--- src/rtl/mem_stage.sv ---
// mem_stage: RISC-V memory stage with a 3-state data-memory handshake FSM.
// Optional build macro MEM_MISALIGN_TRAP_EN traps misaligned half/word accesses.
module mem_stage #(
    parameter int unsigned TIMEOUT_CYCLES = 255
) (
    input  logic        clk,
    input  logic        reset,
    input  logic        valid_i,
    output logic        ready_o,
    input  logic        is_load_i,
    input  logic        is_store_i,
    input  logic [2:0]  funct3_i,
    input  logic [31:0] addr_i,
    input  logic [31:0] store_data_i,
    input  logic [4:0]  rd_i,
    output logic        dmem_req_o,
    output logic        dmem_we_o,
    output logic [31:0] dmem_addr_o,
    output logic [31:0] dmem_wdata_o,
    output logic [3:0]  dmem_be_o,
    input  logic        dmem_gnt_i,
    input  logic        dmem_rvalid_i,
    input  logic [31:0] dmem_rdata_i,
    output logic        wb_valid_o,
    output logic [4:0]  wb_rd_o,
    output logic [31:0] wb_data_o,
    output logic        err_o
);

    localparam int unsigned CW = $clog2(TIMEOUT_CYCLES + 1);

    typedef enum logic [1:0] {
        IDLE,
        REQ,
        WAIT
    } state_e;

    state_e        state_q, state_d;
    logic [CW-1:0] cnt_q, cnt_d;
    logic [31:0]   addr_q, addr_d;
    logic [31:0]   wdata_q, wdata_d;
    logic [3:0]    be_q, be_d;
    logic [2:0]    f3_q, f3_d;
    logic [4:0]    rd_q, rd_d;
    logic          store_q, store_d;
    logic          wb_valid_q, wb_valid_d;
    logic [4:0]    wb_rd_q, wb_rd_d;
    logic [31:0]   wb_data_q, wb_data_d;
    logic          err_q, err_d;

    logic [31:0] addr_al;
    logic [31:0] wdata_new;
    logic [3:0]  be_new;
    logic        f3_ok;
    logic        misalign;
    logic        trap;
    logic        timeout;
    logic        in_req;

    function automatic logic [31:0] load_ext(
        input logic [31:0] rdata,
        input logic [2:0]  f3,
        input logic [1:0]  lane
    );
        logic [31:0] sh;
        sh = rdata >> {lane, 3'b000};
        unique case (f3)
            3'b000:  load_ext = {{24{sh[7]}}, sh[7:0]};
            3'b001:  load_ext = {{16{sh[15]}}, sh[15:0]};
            3'b100:  load_ext = {24'h0, sh[7:0]};
            3'b101:  load_ext = {16'h0, sh[15:0]};
            default: load_ext = rdata;
        endcase
    endfunction

    // Decode the incoming op: legal funct3, aligned address, lanes and data.
    always_comb begin
        addr_al   = addr_i;
        be_new    = 4'b1111;
        wdata_new = store_data_i;
        if (is_store_i) begin
            f3_ok = funct3_i inside {3'b000, 3'b001, 3'b010};
        end else begin
            f3_ok = funct3_i inside {3'b000, 3'b001, 3'b010,
                                     3'b100, 3'b101};
        end
        unique case (funct3_i[1:0])
            2'b00: begin
                be_new    = 4'b0001 << addr_i[1:0];
                wdata_new = {4{store_data_i[7:0]}};
            end
            2'b01: begin
                addr_al   = {addr_i[31:1], 1'b0};
                be_new    = 4'b0011 << addr_al[1:0];
                wdata_new = {2{store_data_i[15:0]}};
            end
            default: begin
                addr_al = {addr_i[31:2], 2'b00};
            end
        endcase
        misalign = (addr_al != addr_i);
`ifdef MEM_MISALIGN_TRAP_EN
        trap = misalign;
`else
        trap = 1'b0;
`endif
    end

    assign in_req  = (state_q == REQ);
    assign timeout = (cnt_q == CW'(TIMEOUT_CYCLES - 1));

    // Next-state, capture and writeback result logic.
    always_comb begin
        state_d    = state_q;
        cnt_d      = cnt_q;
        addr_d     = addr_q;
        wdata_d    = wdata_q;
        be_d       = be_q;
        f3_d       = f3_q;
        rd_d       = rd_q;
        store_d    = store_q;
        wb_valid_d = 1'b0;
        wb_rd_d    = 5'd0;
        wb_data_d  = 32'd0;
        err_d      = 1'b0;
        unique case (state_q)
            IDLE: begin
                if (valid_i) begin
                    if (!is_load_i && !is_store_i) begin
                        wb_valid_d = 1'b1;
                        wb_rd_d    = rd_i;
                        wb_data_d  = addr_i;
                    end else if (!f3_ok || trap) begin
                        wb_valid_d = 1'b1;
                        err_d      = 1'b1;
                    end else begin
                        state_d = REQ;
                        cnt_d   = '0;
                        addr_d  = addr_al;
                        wdata_d = wdata_new;
                        be_d    = be_new;
                        f3_d    = funct3_i;
                        rd_d    = rd_i;
                        store_d = is_store_i;
                    end
                end
            end
            REQ: begin
                if (dmem_gnt_i && store_q) begin
                    state_d    = IDLE;
                    wb_valid_d = 1'b1;
                end else if (dmem_gnt_i && dmem_rvalid_i) begin
                    state_d    = IDLE;
                    wb_valid_d = 1'b1;
                    wb_rd_d    = rd_q;
                    wb_data_d  = load_ext(dmem_rdata_i, f3_q, addr_q[1:0]);
                end else if (timeout) begin
                    state_d    = IDLE;
                    wb_valid_d = 1'b1;
                    err_d      = 1'b1;
                end else begin
                    cnt_d = cnt_q + CW'(1);
                    if (dmem_gnt_i) begin
                        state_d = WAIT;
                    end
                end
            end
            WAIT: begin
                if (dmem_rvalid_i) begin
                    state_d    = IDLE;
                    wb_valid_d = 1'b1;
                    wb_rd_d    = rd_q;
                    wb_data_d  = load_ext(dmem_rdata_i, f3_q, addr_q[1:0]);
                end else if (timeout) begin
                    state_d    = IDLE;
                    wb_valid_d = 1'b1;
                    err_d      = 1'b1;
                end else begin
                    cnt_d = cnt_q + CW'(1);
                end
            end
            default: begin
                state_d = IDLE;
            end
        endcase
    end

    // State, captured op and registered writeback result.
    always_ff @(posedge clk or posedge reset) begin
        if (reset) begin
            state_q    <= IDLE;
            cnt_q      <= '0;
            addr_q     <= 32'd0;
            wdata_q    <= 32'd0;
            be_q       <= 4'd0;
            f3_q       <= 3'd0;
            rd_q       <= 5'd0;
            store_q    <= 1'b0;
            wb_valid_q <= 1'b0;
            wb_rd_q    <= 5'd0;
            wb_data_q  <= 32'd0;
            err_q      <= 1'b0;
        end else begin
            state_q    <= state_d;
            cnt_q      <= cnt_d;
            addr_q     <= addr_d;
            wdata_q    <= wdata_d;
            be_q       <= be_d;
            f3_q       <= f3_d;
            rd_q       <= rd_d;
            store_q    <= store_d;
            wb_valid_q <= wb_valid_d;
            wb_rd_q    <= wb_rd_d;
            wb_data_q  <= wb_data_d;
            err_q      <= err_d;
        end
    end

    assign ready_o      = (state_q == IDLE);
    assign dmem_req_o   = in_req;
    assign dmem_we_o    = in_req & store_q;
    assign dmem_addr_o  = in_req ? {addr_q[31:2], 2'b00} : 32'd0;
    assign dmem_wdata_o = in_req ? wdata_q : 32'd0;
    assign dmem_be_o    = in_req ? be_q : 4'd0;
    assign wb_valid_o   = wb_valid_q;
    assign wb_rd_o      = wb_rd_q;
    assign wb_data_o    = wb_data_q;
    assign err_o        = err_q;

endmodule

--- config.mk ---
export PLATFORM = sky130hd
export DESIGN_NAME = mem_stage
export DESIGN_NICKNAME = d
export VERILOG_FILES = /design/src/rtl/mem_stage.sv
export SDC_FILE = /design/constraint.sdc
export NUM_CORES = 1
export LEC_CHECK = 0
export CAP_MARGIN = 15
export CORE_MARGIN = 2
export CORE_UTILIZATION = 30
export DETAILED_ROUTE_END_ITERATION = 8
export SETUP_SLACK_MARGIN = 0.15
export SYNTH_ARGS = -nofsm -noshare
export SYNTH_HDL_FRONTEND = slang
export SYNTH_SLANG_ARGS = --single-unit
--- constraint.sdc ---
create_clock -name clk -period 10.8 [get_ports clk]
set_clock_uncertainty 0.15 [all_clocks]
set_input_delay 1.08 -clock clk [delete_from_list [all_inputs] [get_ports clk]]
set_output_delay 1.08 -clock clk [all_outputs]
set_load 0.005 [all_outputs]
# Word level (Yosys, flattened, before mapping)
# Index checks and enable logic that the tools add are counted.
# totals
register_bits	126
latchBits	0
ramBits	0
mem_bits_ro	0
out_inout_bits	110
word_cells	104
memories	0
# op_classes
add_sub_neg	1
mul	0
div	0
n_lt_le_gt_ge	0
eq_ne	19
shifts	3
n_mux	52
n_bitwise	2
reduce_logical	15
# op_table
op	n
two-way mux 32 bit	7
one-hot mux 32 bit (4 select lines)	1
one-hot mux 32 bit (3 select lines)	1
one-hot mux 32 bit (2 select lines)	1
two-way mux 8 bit	7
>> shifter 32 x 5 -> 16 bit	1
two-way mux 5 bit	5
one-hot mux 8 bit (3 select lines)	1
two-way mux 2 bit	9
one-hot mux 5 bit (3 select lines)	1
two-way mux 1 bit	13
== test 3 bit, second input constant	4
inequality test 2 bit, second input constant	5
adder 8 x 1 -> 8 bit, second input constant	1
== test 8 bit, second input constant	1
one-hot mux 4 bit (2 select lines)	1
AND reduction 7 bit	1
== test 3 x 1 -> 1 bit, second input constant	2
zero test 3 bit	2
one-hot mux 1 bit (3 select lines)	2
one-hot mux 2 bit (3 select lines)	1
nonzero test 3 bit	2
inequality test 5 x 3 -> 1 bit, second input constant	1
AND reduction 5 bit	1
other kinds (16)	21

# Logic depth before layout (Yosys ltp)
# depth
ltp_word	7
mapped_depth	9
depth_no_buf	7

# Least setup slack after synthesis
# No wires, ideal clock.
# synth_timing
path_kind	input to register
start	in funct3_i[1]
end	reg cnt_q[4]
arrival_time_ns	2.743
t_required_ns	10.581
setup_slack_ns	7.838
cell_stages	7
path_cell_list	buf_6 > o21a_1 > o31a_1 > a2111o_1 > buf_6 > or4_1 > nand3_1
# synth_between
elab_chain_len	5
# synth_lines
item	line	text
from (decl)	12	input logic [2:0] funct3_i,
== test 3 x 1 -> 1 bit, or another cell as far along	82, 84	
nonzero test 5 bit or nonzero test 3 bit (tied branches)	84, 82	
two-way mux 1 bit (*)	81	if (is_store_i) begin
inequality test 2 x 1 -> 1 bit (no source line) (*)	--	
AND reduction 7 bit (no source line) (*)	--	
to (signal assigned)	205	cnt_q <= cnt_d;
to (decl)	39	logic [CW-1:0] cnt_q, cnt_d;
# Every way passes the cells marked *; elsewhere a longest branch is shown, timed or not.
# A chain may end at the register's enable or synchronous reset.

# Final worst setup path
# layout_timing
start	reg state_q[1]
end	out dmem_wdata_o[13]
# layout_between
elab_chain_len	2
# layout_lines
item	line	text
from (decl)	38	state_e state_q, state_d;
from (signal assigned)	204	state_q <= state_d;
== test 2 x 1 -> 1 bit	109	assign in_req = (state_q == REQ);
two-way mux 32 bit	223	assign dmem_wdata_o = in_req ? wdata_q : 32'd0;
to (decl)	19	output logic [31:0] dmem_wdata_o,
# No other way between the ends.

==> results.toml <==
[run_status]
outcome = "completed"

[finish]
drive_gt1_share_pct = 11.1
final_util_pct = 44.7
nets = 934
antennaDiodeCount = 0
area_growth_pct = 47.7

[yosys]
ys_types = 48
ys.flop_type = "dfrtp_1"
synth_seq_area_share_pct = 50.0
yosysTopAreaCellShare_pct = 50.0
synth_cells = 620
synth_edf_count = 0
syn-mean-instance-area_um2 = 10.2
async_flop_share_pct = 100
syn_area_mm2 = 0.00631
synthTopCellsByArea = "dfrtp_1 50%, mux2_2 8.6%, and2_1 6.7%, mux2i_1 4.4%, o21ai_0 3.7%"
ys_ff_latch = 126
ys_warn_count = 0
synth_top_cell_by_area = "dfrtp_1"

[power_and_ir_drop]
static-leakage-power_nw = 3.97
p_per_area_mw_per_mm2 = 228
peakVddDrop_mv = 0.100

[detailed_routing]
drc = 0
drt-total-wl_mm = 19.9
firstDrtPassIters = 4
via_count = 5344
ant_nets = 0
drtIter0Drc = 275
via_per_inst = 4.84
routedWlPerCell_um = 18.1

[place]
port_buffers = 218
place.gp.congestion = 0.806
hpwl_mm = 14.2

[clock_network]
cts_tree = "built"
clk_pin_slew_ns = 0.06
post-cts-setup-buffers = 0
numCtsBuffers = 17
cts_buffer_depth = 2
cts_resized = 0
clk_latency_ns = 0.41
h-tree-depth = 4
cts_sinks = 126
cts_root_buf = "clkbuf_16"
cts_hold_buf = 0

[timing]
final_max_slew_viol_count = 0
relSlewSlack_pct = 35.3
finalHoldViolCount = 0
fin_crit_sh_pct = 36.3
fin_tns_setup_ns = 0
final-setup-viol-count = 0
rsz0062_at_grt = "no"
max_freq_mhz = 255
tightest_slew_ns = 0.970
post-route-min-period_ns = 3.92

[critical_path]
critPathMaxFanout = 49
critical_path_class = "reg2out"
path_delay_family = "buffers and inverters"
cpPeakStageDelay_ns = 0.52
timing.critical_path.buf_inv = 3
crit_slowest_cell = "clkdlybuf4s50_1"
cp-start-kind = "flip-flop"
crit_arrival_ns = 2.69
worst-endpoint-required_ns = 9.57
cp_cell_sequence = "inv_1 -> ha_2 -> buf_4 -> and2_1 -> clkdlybuf4s50_1"
cp-end-kind = "output port"

[global_route]
grt.total_usage_pct = 17.9
grt_pass1_vias = 5273
grt_pass1_wl_mm = 30.2
antenna_found_initial = 0
grt-ovfl-total = 0
grt_max_degree = 86

[die]
fp.coreArea_mm2 = 0.0208
placementRows = 53
ios = 221
die_height_um = 149
dieArea_mm2 = 0.0222
die_w_um = 149
initial_core_util_pct = 30.3

[run]
max_cap_violations = 0

[min_path]
hold_path.class = "reg2reg"
## synth_stat cells (6+ instances only)
cell / n
dfrtp_1: 126
and2_1: 68
nand2_1: 54
mux2_2: 48
o21ai_0: 47
clkbuf_1: 41
nor2_1: 40
mux2i_1: 28
a21oi_1: 25
a221o_1: 16
inv_1: 14
o22ai_1: 14
nor2b_1: 12
a22oi_1: 11
o31ai_1: 10
nor3_1: 9
ha_1: 6
nand3_1: 6
## path summary, 6_finish.rpt
kind	start	slack (ns)	to	cells past startpoint
max	state_q[1]	6.88	dmem_wdata_o[13]	5
min in group asynchronous	reset	0.94	addr_q[30]	2
min	wdata_q[31]	0.32	wdata_q[31]	2
max in group asynchronous	reset	8.20	rd_q[0]	3
max reg2reg	state_q[1]	7.61	wb_data_o[23]	7
min reg2reg	wdata_q[31]	0.32	wdata_q[31]	2
## layout by cell type (no fill, tap or decap), types with 6 or more instances in the layout
cell type | netlist | layout
nor2_1 | 40 | 40
nor2b_1 | 12 | 12
inv_1 | 14 | 13
a22oi_1 | 11 | 11
mux2_2 | 48 | 48
a221o_1 | 16 | 16
o22ai_1 | 14 | 14
nand2_1 | 54 | 54
o21ai_0 | 47 | 47
o31ai_1 | 10 | 10
buf_4 | 2 | 7
a21oi_1 | 25 | 25
mux2i_1 | 28 | 28
and2_1 | 68 | 68
dfrtp_1 | 126 | 126
nand3_1 | 6 | 6
clkbuf_16 | 0 | 17
clkdlybuf4s50_1 | 0 | 217
nor3_1 | 9 | 8
## routing by layer
metal	track usage (%)	share of wire, %	up-vias
met5	0	0	-
li1	-	-	2566
met4	4.67	1.2	0
met3	5.32	7.5	15
met2	28.1	46	184
met1	24.1	46	2579
## registers in the layout, summed over array words and instances (netlist names), 3 cells and up
| signal | cells |
|---|---|
| wb_data_o | 32 |
| wb_rd_o | 5 |
| f3_q | 3 |
| be_q | 4 |
| wdata_q | 32 |
| addr_q | 32 |
| cnt_q | 8 |
| rd_q | 5 |
## worst reg2reg max path, cell delays in order, from the launching register on
cell,delay [ns]
dfrtp_1,0.40
inv_1,0.09
ha_2,0.49
and3b_1,0.23
o21a_1,0.51
nor2b_1,0.38
and2_1,0.61
a221o_1,0.26
## metrics by stage
step           instances  setup WS, ns  power, mW  instance area (µm²)  hold WS [ns]
2_1_floorplan        621          6.21       1.15                 6310         0.290
3_3_place_gp        1073          6.66       1.53                 8710         0.304
3_5_place_dp        1073          6.63       1.54                 8710         0.312
4_1_cts             1105          6.83       2.14                 9320         0.325
5_1_grt             1105          6.65       2.25                 9320         0.344
6_report            1105          6.88       2.12                 9320         0.318
## final cells by class
class                   instances  area (µm²)
inverters                      14        57.6
repair buffers                225        2230
clock buffers                  23         478
well taps                     275         344
fillers                      2035       11500
multi-input cells             433        2920
clock inverters                 9         131
flip-flops and latches        126        3150
## report_power, final
| group | internal [mW] | switching, mW |
|---|---|---|
| Clock | 0.382 | 0.213 |
| Combinational | 0.437 | 0.334 |
| Sequential | 0.648 | 0.107 |
## cells by family after synthesis
family          Yosys count  synth area share (%)
compound gates          143                  14.7
fa+ha+maj                 6                  1.19
buf+inv                  62                  4.06
flops                   126                  50.0
mux                      77                  13.4
other cells               1                0.0594
simple gates            205                  16.6
Note: power is estimated with default switching activity, not from simulation.
